[config.mk]
export PLATFORM = sky130hd
export DESIGN_NAME = wb_arbiter
export DESIGN_NICKNAME = d
export VERILOG_FILES = /design/src/rtl/wb_arbiter.sv
export SDC_FILE = /design/constraint.sdc
export NUM_CORES = 1
export LEC_CHECK = 0
export ABC_AREA = 1
export CORE_AREA = 3 3 109 111
export DETAILED_ROUTE_END_ITERATION = 6
export DIE_AREA = 0 0 112 114
export GPL_ROUTABILITY_DRIVEN = 0
export HOLD_SLACK_MARGIN = 0.03
export PLACE_DENSITY = 0.89
export SETUP_SLACK_MARGIN = 0.5
export SYNTH_ARGS = -nofsm -noshare
export SYNTH_HDL_FRONTEND = slang
export SYNTH_SLANG_ARGS = --single-unit
[constraint.sdc]
create_clock -name clk -period 4.74 [get_ports clk]
set_input_delay 0.474 -clock clk [delete_from_list [all_inputs] [get_ports clk]]
set_output_delay 0.474 -clock clk [all_outputs]
set_load 0.05 [all_outputs]
[src/rtl/wb_arbiter.sv]
// rtl/wb_arbiter.sv - round-robin writeback arbiter driving the shared result bus (CDB)
module wb_arbiter #(
  parameter int DATA     = 32,
  parameter int NUM_UNIT = 4,
  parameter int RD_W     = 7,
  parameter int EXP_W    = 4
) (
  input  logic                               clk,
  input  logic                               reset_,
  input  logic                               flush_,
  input  logic [NUM_UNIT-1:0]                wb_req_,
  input  logic [NUM_UNIT-1:0][RD_W-1:0]      pre_wb_rd,
  output logic [NUM_UNIT-1:0]                wb_ack_,
  input  logic [NUM_UNIT-1:0]                unit_wb_e_,
  input  logic [NUM_UNIT-1:0][RD_W-1:0]      unit_wb_rd,
  input  logic [NUM_UNIT-1:0][DATA-1:0]      unit_wb_data,
  input  logic [NUM_UNIT-1:0]                unit_wb_exp_,
  input  logic [NUM_UNIT-1:0][EXP_W-1:0]     unit_wb_exp_code,
  input  logic [NUM_UNIT-1:0]                unit_wb_pred_miss_,
  input  logic [NUM_UNIT-1:0]                unit_wb_jump_miss_,
  output logic                               cdb_pre_e_,
  output logic [RD_W-1:0]                    cdb_pre_rd,
  output logic                               cdb_e_,
  output logic [RD_W-1:0]                    cdb_rd,
  output logic [DATA-1:0]                    cdb_data,
  output logic                               cdb_exp_,
  output logic [EXP_W-1:0]                   cdb_exp_code,
  output logic                               cdb_pred_miss_,
  output logic                               cdb_jump_miss_,
  output logic                               proto_err
);

  localparam int              UNIT = (NUM_UNIT > 1) ? $clog2(NUM_UNIT) : 1;
  localparam logic [UNIT:0]   NU   = (UNIT+1)'(NUM_UNIT);
  localparam logic [UNIT-1:0] LAST = UNIT'(NUM_UNIT - 1);

  logic [UNIT-1:0]  ptr_q, ptr_d;
  logic             gnt_v_q, gnt_v_d;
  logic [UNIT-1:0]  gnt_u_q, gnt_u_d;
  logic             cdb_e_q, cdb_e_d;
  logic [RD_W-1:0]  rd_q, rd_d;
  logic [DATA-1:0]  data_q, data_d;
  logic             exp_q, exp_d;
  logic [EXP_W-1:0] code_q, code_d;
  logic             pm_q, pm_d;
  logic             jm_q, jm_d;
  logic             perr_q, perr_d;

  logic            found, grant, res_ok, stray, missing;
  logic [UNIT-1:0] g;
  logic [UNIT:0]   sum;

  // Search upward from the pointer, wrapping modulo NUM_UNIT.
  always_comb begin
    found = 1'b0;
    g     = '0;
    sum   = '0;
    for (int i = 0; i < NUM_UNIT; i++) begin
      sum = {1'b0, ptr_q} + (UNIT+1)'(i);
      if (sum >= NU) sum = sum - NU;
      if (!found && !wb_req_[sum[UNIT-1:0]]) begin
        found = 1'b1;
        g     = sum[UNIT-1:0];
      end
    end
  end

  // Reset is folded in so the ack stays released while reset_ is low.
  assign grant = found & flush_ & reset_;

  always_comb begin
    wb_ack_ = '1;
    if (grant) wb_ack_[g] = 1'b0;
  end

  assign cdb_pre_e_ = ~grant;
  assign cdb_pre_rd = grant ? pre_wb_rd[g] : '0;

  always_comb begin
    res_ok  = gnt_v_q & ~unit_wb_e_[gnt_u_q] & flush_;
    missing = gnt_v_q & unit_wb_e_[gnt_u_q];
    stray   = 1'b0;
    for (int i = 0; i < NUM_UNIT; i++) begin
      if (!unit_wb_e_[i] && !(gnt_v_q && gnt_u_q == UNIT'(i))) stray = 1'b1;
    end
    // A flush cycle drops whatever result is on the unit side without complaint.
    perr_d  = perr_q | (flush_ & (stray | missing));

    ptr_d   = ptr_q;
    if (grant) ptr_d = (g == LAST) ? '0 : g + UNIT'(1);
    gnt_v_d = grant;
    gnt_u_d = grant ? g : gnt_u_q;

    cdb_e_d = ~res_ok;
    rd_d    = rd_q;
    data_d  = data_q;
    exp_d   = exp_q;
    code_d  = code_q;
    pm_d    = pm_q;
    jm_d    = jm_q;
    if (res_ok) begin
      rd_d   = unit_wb_rd[gnt_u_q];
      data_d = unit_wb_data[gnt_u_q];
      exp_d  = unit_wb_exp_[gnt_u_q];
      code_d = unit_wb_exp_code[gnt_u_q];
      pm_d   = unit_wb_pred_miss_[gnt_u_q];
      jm_d   = unit_wb_jump_miss_[gnt_u_q];
    end
  end

  always_ff @(posedge clk or negedge reset_) begin
    if (!reset_) begin
      ptr_q   <= '0;
      gnt_v_q <= 1'b0;
      gnt_u_q <= '0;
      cdb_e_q <= 1'b1;
      rd_q    <= '0;
      data_q  <= '0;
      exp_q   <= 1'b1;
      code_q  <= '0;
      pm_q    <= 1'b1;
      jm_q    <= 1'b1;
      perr_q  <= 1'b0;
    end else begin
      ptr_q   <= ptr_d;
      gnt_v_q <= gnt_v_d;
      gnt_u_q <= gnt_u_d;
      cdb_e_q <= cdb_e_d;
      rd_q    <= rd_d;
      data_q  <= data_d;
      exp_q   <= exp_d;
      code_q  <= code_d;
      pm_q    <= pm_d;
      jm_q    <= jm_d;
      perr_q  <= perr_d;
    end
  end

  assign cdb_e_         = cdb_e_q;
  assign cdb_rd         = rd_q;
  assign cdb_data       = data_q;
  assign cdb_exp_       = exp_q;
  assign cdb_exp_code   = code_q;
  assign cdb_pred_miss_ = pm_q;
  assign cdb_jump_miss_ = jm_q;
  assign proto_err      = perr_q;

endmodule

# After elaboration in Yosys (flattened, before gate mapping)
# Index checks and enable logic that the tools add are counted.
word_totals:
  ff_bits: 53
  inputBits: 223
  out_inout_bits: 60
  word_cells: 117
classes:
  addsub: 8
  magnitude_cmp: 11
  n_eq_ne: 4
  n_mux: 45
  bitwise_logic: 12
  n_reduce_logical: 26
ops:
  columns: ["cell", "count"]
  rows:
  - ["$bmux 32 s2", 1]
  - ["$mux 32", 1]
  - ["$bmux 7 s2", 2]
  - ["$mux 7", 3]
  - ["$lt 2x3->1 const B", 6]
  - ["$mux 2", 9]
  - ["$mux 1", 17]
  - ["$bmux 1 s2", 8]
  - ["$logic_not 1->1", 13]
  - ["$logic_and 1x1->1", 12]
  - ["$ge 3x3->1 const B", 3]
  - ["$bmux 4 s2", 1]
  - ["$mux 4", 2]
  - ["$sub 2x1->2 const B", 4]
  - ["$add 2x2->3 const B", 2]
  - ["$and 1x1->1", 6]
  - ["$eq 2x2->1 const B", 3]
  - ["$not 4->4", 1]
  - ["$add 2x1->3 const B", 1]
  - ["$ge 2x3->1 const B", 1]
  - ["$not 1->1", 3]
  - ["$add 2x1->2 const B", 1]
  - ["$demux 1 s2", 1]
  - ["$eq 2x1->1 const B", 1]
  - ["other kinds (3)", 4]

# Logic depth before layout (Yosys ltp)
# Gate-level depths: netlist of run 1.
logic_depth:
  ltp_word: 20
  depth_mapped: 15
  ltp_nobuf: 15

# Worst setup path after synthesis of run 1
# No wires, ideal clock.
synth_timing:
  path_type: "flip-flop to output port"
  start: "register ptr_q[0]"
  end: "output cdb_pre_rd[0]"
  arrival_time_ns: 2.488
  required_time_ns: 4.266
  path_slack_ns: 1.778
  stages_incl_launch_ff: 11
  path_buffers: 1
  path_cell_list: "dfrtp_1 -> buf_6 -> nand2_2 -> nand2_2 -> nand2_1 -> nand2_2 -> nand4_1 -> nand3_1 -> inv_2 -> nand2_2 -> o21ai_1"
synth_via:
  elab_chain_cells: 17
  word_cells_on_any_way: 44
  cone_classes: "add/sub: 7; order compare: 4; mux: 23; bitwise: 2; reduce/logical: 8"
synth_lines:
  columns: ["item", "line_no", "rtl"]
  rows:
  - ["start: declaration", "37", "logic [UNIT-1:0] ptr_q, ptr_d;"]
  - ["start signal: assignment", "125", "ptr_q <= ptr_d;"]
  - ["$add 2x1->3", "59", "sum = {1'b0, ptr_q} + (UNIT+1)'(i);"]
  - ["$ge 3x3->1 / $sub 2x1->2 (equally long branches)", "60", "if (sum >= NU) sum = sum - NU;"]
  - ["$mux 2", "60", null]
  - ["$bmux 1 s2", "61", "if (!found && !wb_req_[sum[UNIT-1:0]]) begin"]
  - ["$mux 1 (implied by the code)", "61", null]
  - ["$logic_not 1->1", "61", null]
  - ["$logic_and 1x1->1", "61", null]
  - ["$mux 1", "61", null]
  - ["$logic_not 1->1", "61", null]
  - ["$logic_and 1x1->1", "61", null]
  - ["$mux 1", "61", null]
  - ["$logic_not 1->1", "61", null]
  - ["$logic_and 1x1->1", "61", null]
  - ["$mux 2 / $mux 1 (equally long branches)", "61", null]
  - ["$bmux 7 s2 / $and 1x1->1 (equally long branches)", "77, 69", null]
  - ["$mux 7 (implied by the code) / $and 1x1->1 (equally long branches)", "77, 69", null]
  - ["$mux 7 *", "77", "assign cdb_pre_rd = grant ? pre_wb_rd[g] : '0;"]
  - ["end: declaration", "22", "output logic [RD_W-1:0] cdb_pre_rd,"]
# Every way passes the cells marked *; elsewhere a longest branch is shown, timed or not. The select of a mux whose other input is x is not followed.

# Worst setup path after layout of run 1
layout_timing:
  start: "register ptr_q[0]"
  end: "output wb_ack_[0]"
layout_via:
  elab_chain_cells: 20
  word_cells_on_any_way: 48
  cone_classes: "add/sub: 7; order compare: 6; mux: 23; bitwise: 3; reduce/logical: 9"
layout_lines:
  columns: ["item", "line_no", "rtl"]
  rows:
  - ["$add 2x1->3", "59", null]
  - ["$ge 3x3->1 / $sub 2x1->2 (equally long branches)", "60", null]
  - ["$mux 2", "60", null]
  - ["$bmux 1 s2", "61", null]
  - ["$mux 1 (implied by the code)", "61", null]
  - ["$logic_not 1->1", "61", null]
  - ["$logic_and 1x1->1", "61", null]
  - ["$mux 1", "61", null]
  - ["[... 4 more ...]", null, null]
  - ["$logic_and 1x1->1", "61", null]
  - ["$mux 2", "61", null]
  - ["$lt 2x3->1 (implied by the code) / $ge 2x1->1 (equally long branches)", "73", "if (grant) wb_ack_[g] = 1'b0;"]
  - ["$logic_and 1x1->1 (implied by the code)", "73", null]
  - ["$mux 1 (implied by the code)", "73", null]
  - ["$demux 1 s2", "73", null]
  - ["$not 4->4 (no line)", null, null]
  - ["$mux 4 *", "73", null]
  - ["end: declaration", "13", "output logic [NUM_UNIT-1:0] wb_ack_,"]
# Marked as above.

==> flow_summary.json, run 1 <==
{
  "maxCapViolCount": 0,
  "grt_max_degree": 69,
  "core_area_um2": 10890,
  "status": "finished clean",
  "netlist_instances": 606,
  "nFillCells": 961,
  "holdBufCountCts": 0,
  "yosysWarnings": 0,
  "clk_pin_slew_ns": 0.11,
  "ys_async_sr_fraction": 1.000,
  "clk_latency_ns": 0.31,
  "drt_iter0_drc": 370,
  "grt_first_pass_wirelength_mm": 24.52,
  "synth_top_family_by_area": "simple AND/OR/NAND/NOR gates",
  "min_period_ns": 3.706,
  "start_util": 0.3613,
  "start_kind": "register",
  "synth-seq-area-share": 0.3384,
  "fp.dieArea_um2": 12770,
  "cts_made_buffers": 5,
  "ctsRootBufferMaster": "clkbuf_8",
  "synth_largest_area_cell": "dfrtp_1",
  "die_w_um": 112,
  "fmax_mhz": 269.8,
  "multi_input_area_um2": 2285,
  "path_depth": 14,
  "area.sequential_um2": 1334,
  "path_cells": "inv_2 -> nand2_1 -> nand2_1 -> nand2_2 -> nand2_2 -> nand2_1 -> nand2_2 -> nor2_2 -> nand2_2 -> nand2_4 -> inv_1 -> ha_1 -> nand2_1 -> clkdlybuf4s50_1",
  "ant_nets": 0,
  "fin_crit_sh": 0.7819,
  "wire_per_inst_um": 15.70,
  "firstDrtPassIters": 4,
  "arrival_ns": 3.23,
  "synthMuxAreaShare": 0,
  "cts_resized": 0,
  "clock_sinks": 53,
  "track_usage": 0.2340,
  "num_rows": 38,
  "fin_nets": 1082,
  "post-route-cell-area_um2": 6838,
  "hold_violations": 0,
  "synthFlopType": "dfrtp_1",
  "synth_compound_area_frac": 0.09319,
  "cts_tree": "yes",
  "boundaryPins": 283,
  "ys_ff_latch": 53,
  "leakage_uw": 0.002974,
  "r2r.worst_path.cells": 7,
  "critPathMaxFanout": 22,
  "grt_pass1_vias": 4920,
  "synth_xor_area_frac": 0,
  "synth_most_common_cell": "nand2_1",
  "synthAdderAreaFrac": 0.01272,
  "hold_class": "in -> async",
  "syn_nets": 833,
  "syn_to_final_growth_pct": 73.82,
  "netlist_area_um2": 3934,
  "worst_pin_slew_ns": 1.173,
  "num_vias": 5053,
  "port_buffers": 282,
  "finalMaxSlewViolations": 0,
  "via_per_inst": 5.068,
  "synthTopCellsByCount": "226 x nand2_1, 128 x nand3_1, 49 x dfrtp_1, 26 x nand4_1, 25 x a21oi_1",
  "worst_path_largest_cell_delay_ns": 0.82,
  "syn_area_per_cell_um2": 6.491,
  "setup_viol": 0,
  "ys_types": 29,
  "slew_headroom": 0.2162,
  "dp_hpwl_mm": 11.84,
  "synth_edf_count": 0,
  "place_area_um2": 6739,
  "cts_buffer_depth": 2,
  "cts_setup_buffers": 0,
  "drive_gt1_frac": 0.05724,
  "ctsHtreeMaxLevel": 2,
  "peakVddDrop_v": 0.0004098,
  "critPathTopFamily": "buffers and inverters",
  "crit_type": "reg -> out",
  "die_h_um": 114,
  "drc_errors": 0,
  "critPathSlowestCell": "clkdlybuf4s50_1",
  "worstSetupEndpointType": "output port",
  "grt_antenna_before_repair": 1,
  "synth_top_area_share": 0.3117,
  "fin_setup_tns_ns": 0,
  "postRouteWirelength_mm": 15.65,
  "synth-simple-area-share": 0.4730,
  "fin_skew_ns": 0.01264,
  "gr-total-overflow": 0,
  "crit_buf_inv": 3,
  "synth.area.top_cells": "dfrtp_1 31%, nand2_1 22%, nand3_1 16%",
  "cp.required_ns": 4.27,
  "rsz0062_at_grt": "false",
  "power.density_nw_per_um2": 616.0,
  "fin_util": 0.6280
}
worst register-to-register path, cell delays in order, from the launching register on:
cell	delay [ns]
dfrtp_2	0.42
inv_2	0.69
nor2_4	0.44
a211oi_2	0.34
nand2_1	0.12
nor2_4	0.47
inv_2	0.53
o21ai_0	0.40
sequential cells by signal (all words and copies together), names as in the netlist:
name and cells:
cdb_jump_miss_ 1, gnt_u_q 2, cdb_pred_miss_ 1, proto_err 1, cdb_rd 7, cdb_e_ 1
cdb_exp_ 1, gnt_v_q 1, ptr_q 2, cdb_exp_code 4, cdb_data 32
stage by stage:
step	power (uW)	hold slack [ns]	cells	setup WS [ns]
floorplan	2971	0.1784	606	1.778
global placement	3910	0.4444	988	1.196
detailed placement	3955	0.4530	988	1.155
CTS	4240	0.3975	996	1.022
global route	4546	0.4186	997	0.7303
finish	4212	0.3592	997	1.034
layout by cell type (no fill, tap or decap), drive strengths merged:
cell type | synthesis | layout
inv | 28 | 28
nand3 | 129 | 129
o21a | 1 | 1
clkdlybuf4s50 | 0 | 281
o21ai | 37 | 37
a21oi | 25 | 25
buf | 22 | 4
dfstp | 4 | 4
a21o | 1 | 1
nand3b | 4 | 4
clkbuf | 21 | 6
nor3 | 1 | 1
nor2 | 10 | 10
o2111a | 1 | 1
o22ai | 1 | 1
clkinv | 0 | 2
ha | 4 | 4
diode | 0 | 1
a211oi | 1 | 1
nand4 | 26 | 26
nand2 | 241 | 241
dfrtp | 49 | 49
final timing paths:
path / slack, ns / end / from
min in group clk: 0.47 / cdb_pred_miss_$_DFFE_PN1P_ / cdb_pred_miss_$_DFFE_PN1P_
worst min-delay path: 0.36 / cdb_rd[5]$_DFFE_PN0P_ / reset_
worst min register to register: 0.47 / cdb_pred_miss_$_DFFE_PN1P_ / cdb_pred_miss_$_DFFE_PN1P_
max in group asynchronous: 3.86 / gnt_u_q[0]$_DFFE_PN0P_ / reset_
worst max-delay path: 1.03 / wb_ack_[0] / ptr_q[0]$_DFFE_PN0P_
worst max register to register: 1.25 / cdb_data[29]$_DFFE_PN0P_ / gnt_u_q[1]$_DFFE_PN0P_
report_power, final:
part / internal (uW) / switching, uW / leakage [uW]
logic: 1030 / 2040 / 0.00227
clock network: 119 / 154 / 0.0000512
registers: 674 / 199 / 0.000653
total: 1820 / 2390 / 0.00297
cell families after synthesis:
group / Yosys count
AO/OA/AOI/OAI: 67
flip-flops: 53
buffers and inverters: 71
adder cells (fa/ha/maj): 4
AND/OR/NAND/NOR: 411
layout make-up:
type | instances | area share
diodes | 1 | 0.0003660
inverters | 28 | 0.01537
clock inverters | 2 | 0.002013
repair buffers | 285 | 0.4154
multi-input cells | 482 | 0.3341
well taps | 140 | 0.02562
flip-flops and latches | 53 | 0.1951
clock buffers | 6 | 0.01208
layer usage:
metal	wire length, um	part of all wire	up-vias	global-route usage
li1	-	-	2516	-
met1	6187	0.40	2298	0.2886
met2	7857	0.50	207	0.4033
met3	1127	0.072	32	0.05464
met4	478	0.031	0	0.08093
met5	0	0	-	0
(Power assumes the default switching activity.)
==> inputs of run 2 (changes only) <==
CORE_AREA = 3 3 115 117   (was 3 3 109 111)
DIE_AREA = 0 0 118 120   (was 0 0 112 114)
PLACE_DENSITY = 0.85   (was 0.89)
clock period = 3.32 ns   (was 4.74 ns; I/O delays follow)
==> run 2 against run 1 <==
Clock power up 90%. First-iteration DRC count down 25%. Final cell count rose by 4.1%. Critical path depth fell by 1. Routed wire length increased by 0.48%. Combinational power rose by 53%. Total power is 51% higher. Clock skew shrank 0.0071 ns. Sequential cell count is the same. Critical path type unchanged. Largest cell class unchanged. Highest routed layer unchanged.
==> flow_summary.json, run 2 (same netlist as run 1, synthesis figures left out) <==
{
  "arrival_ns": 2.31,
  "num_vias": 5065,
  "syn_to_final_growth_pct": 80.12,
  "hold_violations": 0,
  "setup_viol": 0,
  "worstSetupEndpointType": "output port",
  "drive_gt1_frac": 0.08776,
  "via_per_inst": 4.880,
  "num_rows": 41,
  "start_util": 0.3156,
  "finalMaxSlewViolations": 0,
  "critPathTopFamily": "simple AND/OR/NAND/NOR gates",
  "peakVddDrop_v": 0.0006350,
  "cpMostUsedCell": "nand2_1",
  "largest_register_ffs": 32,
  "cp.required_ns": 2.99,
  "cts_tree": "yes",
  "fmax_mhz": 379.2,
  "drt_iter0_drc": 276,
  "p_int_uw": 2842,
  "clk_pin_slew_ns": 0.07,
  "worst_pin_slew_ns": 1.050,
  "fin_skew_ns": 0.005546,
  "clock_power_share": 0.081,
  "leakage_uw": 0.003089,
  "critPathSlowestCell": "dfrtp_2",
  "switchingPower_uw": 3521,
  "post-route-cell-area_um2": 7086,
  "clock_sinks": 53,
  "critPathMaxFanout": 7,
  "path_depth": 13,
  "fin_nets": 1092,
  "hold_class": "in -> async",
  "die_h_um": 120,
  "total_power_uw": 6363,
  "min_period_ns": 2.637,
  "rsz0062_at_grt": "false",
  "swShare": 0.5534,
  "final_cell_mix": "269 x clkdlybuf4s50_1, 226 x nand2_1, 127 x nand3_1",
  "cts_buffer_depth": 2,
  "cts_made_buffers": 5,
  "ant_nets": 0,
  "fin_setup_tns_ns": 0,
  "grt_max_degree": 69,
  "antenna_cells": 0,
  "firstDrtPassIters": 4,
  "slew_headroom": 0.3003,
  "fin_crit_sh": 0.7944,
  "crit_type": "reg -> out",
  "reg2reg_slack_ns": 0.85,
  "grt_first_pass_wirelength_mm": 24.61,
  "grt_pass1_vias": 4919,
  "worst_path_largest_cell_delay_ns": 0.44,
  "p_seq_frac": 0.181,
  "status": "finished clean",
  "start_kind": "register",
  "core_area_um2": 12470,
  "postRouteWirelength_mm": 15.73,
  "path_cells": "buf_2 -> nand2_1 -> nand3_1 -> nand2_2 -> nand3_2 -> nor2_4 -> nand2_1 -> inv_2 -> nor2_4 -> nor2_2 -> nand2_1 -> o21ai_4 -> buf_12",
  "fp.dieArea_um2": 14160,
  "ctsRootBufferMaster": "clkbuf_16",
  "ctsHtreeMaxLevel": 2,
  "drc_errors": 0,
  "r2r.worst_path.cells": 8,
  "grt_antenna_before_repair": 0,
  "place_area_um2": 6832,
  "p_comb_frac": 0.737,
  "dp_hpwl_mm": 11.88,
  "gr-total-overflow": 0,
  "boundaryPins": 283,
  "crit_buf_inv": 3,
  "power.density_nw_per_um2": 898.0,
  "maxCapViolCount": 0,
  "holdBufCountCts": 0,
  "port_buffers": 282,
  "layout_commonest_cell": "clkdlybuf4s50_1",
  "die_w_um": 118,
  "clk_latency_ns": 0.29,
  "wire_per_inst_um": 15.15,
  "track_usage": 0.2114
}
run 2: routing by layer:
metal / part of all wire / global-route usage
met2: 0.52 / 0.3741
met4: 0.017 / 0.06447
met1: 0.40 / 0.2538
met5: 0 / 0
met3: 0.069 / 0.05184
run 2: power by group through the flow:
stage                     Combinational, uW  Clock, uW  Sequential [uW]
final                                  4690        518             1150
after global routing                   5060        560             1200
after CTS                              4570        536             1170
after detailed placement               4550          0             1180
after global placement                 4500          0             1160
after floorplan                        2120          0             2120
run 2: final timing paths:
| check | from | endpoint |
|---|---|---|
| min in group clk | cdb_pred_miss_$_DFFE_PN1P_ | cdb_pred_miss_$_DFFE_PN1P_ |
| worst min register to register | cdb_pred_miss_$_DFFE_PN1P_ | cdb_pred_miss_$_DFFE_PN1P_ |
| worst max-delay path | ptr_q[0]$_DFFE_PN0P_ | cdb_pre_rd[3] |
| worst max register to register | gnt_u_q[1]$_DFFE_PN0P_ | cdb_data[19]$_DFFE_PN0P_ |
| max in group asynchronous | reset_ | gnt_u_q[1]$_DFFE_PN0P_ |
| worst min-delay path | reset_ | cdb_rd[5]$_DFFE_PN0P_ |
run 2: timing repair:
action	4_1_cts	5_1_grt
pin swaps	0	3
setup buffers	0	6
gates resized for setup	3	10
endpoints found under the setup margin	7	8
run 2: final cells by class:
cell class	count	area, um^2
Clock buffer	5	125.1
Clock inverter	3	21.27
Fill cell	1181	5380
Inverter	28	107.6
Multi-Input combinational cell	482	2335
Sequential cell	53	1335
Tap cell	172	215.2
Timing Repair Buffer	295	2947
run 2: metrics by stage:
stage / util / setup WS, ns / std cells / hold slack, ns
finish: 0.5684 / 0.6827 / 1038 / 0.2626
global route: 0.5684 / 0.5011 / 1038 / 0.3259
CTS: 0.5598 / 0.5482 / 1032 / 0.2699
detailed placement: 0.5480 / 0.5444 / 1024 / 0.4464
global placement: 0.5480 / 0.5625 / 1024 / 0.4408
floorplan: - / 0.5001 / 606 / 0.03641
==> inputs of run 3 (changes only) <==
clock period = 2.4 ns   (was 3.32 ns; I/O delays follow)
==> run 3 against run 2 <==
The flow now finishes with violations (negative setup slack). Combinational power increased by 67%. Sequential power increased by 39%. First-iteration DRC count increased by 9.8%. Critical endpoint unchanged. Critical path depth decreased by 1. Final area increased by 9.8%. Count of clock-buffer cells in the layout increased by 2.
==> flow_summary.json, run 3 (same netlist as run 1, synthesis figures left out) <==
{
  "num_rows": 41,
  "drc_errors": 0,
  "port_buffers": 282,
  "p_comb_frac": 0.771,
  "syn_to_final_growth_pct": 97.74,
  "finalMaxSlewViolations": 0,
  "p_seq_frac": 0.157,
  "hold_violations": 0,
  "post-route-cell-area_um2": 7779,
  "switchingPower_uw": 5458,
  "hold_slack_ns": 0.1912,
  "worstSetupEndpointType": "output port",
  "worst_path_largest_cell_delay_ns": 0.46,
  "gr-total-overflow": 0,
  "setup_viol": 11,
  "timing.final.ws_setup_ns": -0.1285,
  "peakVddDrop_v": 0.0008391,
  "layout_commonest_cell": "clkdlybuf4s50_1",
  "stdcell_count": 1065,
  "fmax_mhz": 395.5,
  "hold_class": "in -> async",
  "worst_pin_slew_ns": 0.6949,
  "num_vias": 5383,
  "final_cell_mix": "268 x clkdlybuf4s50_1, 194 x nand2_1, 119 x nand3_1",
  "crit_type": "reg -> out",
  "die_w_um": 118,
  "start_util": 0.3156,
  "place_area_um2": 7213,
  "cts_tree": "yes",
  "swShare": 0.5376,
  "cp.required_ns": 2.16,
  "fin_nets": 1119,
  "boundaryPins": 283,
  "ctsHtreeMaxLevel": 2,
  "drt_iter0_drc": 303,
  "track_usage": 0.2286,
  "p_int_uw": 4693,
  "violations": "negative setup slack",
  "status": "complete, but fails checks",
  "start_kind": "register",
  "clock_sinks": 53,
  "largest_register_ffs": 32,
  "holdBufCountCts": 0,
  "dp_hpwl_mm": 12.31,
  "fin_skew_ns": 0.008368,
  "min_period_ns": 2.528,
  "grt_antenna_before_repair": 0,
  "grt_first_pass_wirelength_mm": 26.67,
  "fp.dieArea_um2": 14160,
  "power.density_nw_per_um2": 1305,
  "cts_made_buffers": 5,
  "cts_buffer_depth": 2,
  "critPathMaxFanout": 7,
  "multi_input_area_um2": 2625,
  "die_h_um": 120,
  "ctsRootBufferMaster": "clkbuf_16",
  "grt_max_degree": 62,
  "slew_headroom": 0.5367,
  "grt_pass1_vias": 5295,
  "via_per_inst": 5.054,
  "nFillCells": 1069,
  "antenna_cells": 0,
  "critPathSlowestCell": "dfrtp_2",
  "ant_nets": 0,
  "wire_per_inst_um": 16.16,
  "drive_gt1_frac": 0.1725,
  "arrival_ns": 2.29,
  "clk_pin_slew_ns": 0.07,
  "place_ws_ns": -0.02203,
  "core_area_um2": 12470,
  "path_cells": "inv_4 -> nand2_1 -> nand2_2 -> nand2_1 -> nand2_2 -> nand4_1 -> nand2_4 -> nand2_8 -> buf_4 -> o21ai_1 -> o21ai_4 -> buf_12",
  "firstDrtPassIters": 5,
  "leakage_uw": 0.003409,
  "placedCellCount": 1036,
  "maxCapViolCount": 0,
  "fin_crit_sh": 1.054,
  "clock_power_share": 0.072,
  "clk_latency_ns": 0.29,
  "rsz0062_at_grt": "true",
  "area.sequential_um2": 1336,
  "postRouteWirelength_mm": 17.21,
  "total_power_uw": 10150
}
run 3: cell type report:
cell class | instances | share of cell area
tap | 172 | 0.02767
inverter | 28 | 0.01496
clock inverter | 1 | 0.0009651
sequential | 53 | 0.1718
timing repair buffer | 321 | 0.4288
clock buffer | 7 | 0.01834
multi-input combinational | 483 | 0.3375
run 3: path summary, 6_finish.rpt:
| check | start | end | slack [ns] | cells past startpoint |
|---|---|---|---|---|
| setup / recovery | ptr_q[0]$_DFFE_PN0P_ | cdb_pre_rd[3] | -0.13 | 12 |
| hold / removal | reset_ | cdb_data[20]$_DFFE_PN0P_ | 0.19 | 2 |
| setup reg to reg | ptr_q[0]$_DFFE_PN0P_ | ptr_q[1]$_DFFE_PN0P_ | 0.39 | 12 |
| hold reg to reg | cdb_data[1]$_DFFE_PN0P_ | cdb_data[1]$_DFFE_PN0P_ | 0.47 | 2 |
| max in group asynchronous | reset_ | ptr_q[0]$_DFFE_PN0P_ | 1.71 | 2 |
| min in group clk | reset_ | gnt_v_q$_DFF_PN0_ | 0.47 | 4 |
run 3: power groups by stage:
stage / logic (uW) / clock network, uW / registers (uW)
floorplan: 3270 / 0 / 2930
global placement: 6880 / 0 / 1630
detailed placement: 6960 / 0 / 1660
CTS: 7620 / 764 / 1600
global route: 8400 / 782 / 1650
finish: 7820 / 731 / 1600
run 3: per-layer routing:
metal	track usage	vias to the layer above	share of wire
met5	0	-	0
met4	0.07106	0	0.025
met3	0.05372	36	0.078
met2	0.4147	254	0.51
met1	0.2672	2499	0.39
li1	-	2594	-
run 3: worst max-delay path: cells and delay by family (launching register included):
| kind | cells | cell delay, ns |
|---|---|---|
| and+or+nand+nor | 7 | 0.80 |
| buffers and inverters | 3 | 0.42 |
| AOI/OAI and AO/OA | 2 | 0.32 |
| DFF | 1 | 0.46 |
run 3: what timing repair did:
action / in CTS / in global routing
resized for setup: 49 / 14
pin swaps: 18 / 26
endpoints found under the setup margin: 33 / 25
cloned: 1 / 1
setup buffers: 13 / 6
run 3: per-stage QoR:
stage,utilization,setup TNS [ns]
4_1_cts,0.6147,-0.4139
6_report,0.6240,-1.016
5_1_grt,0.6240,-2.218
2_1_floorplan,-,0
3_5_place_dp,0.5786,-0.03548
3_3_place_gp,0.5786,0
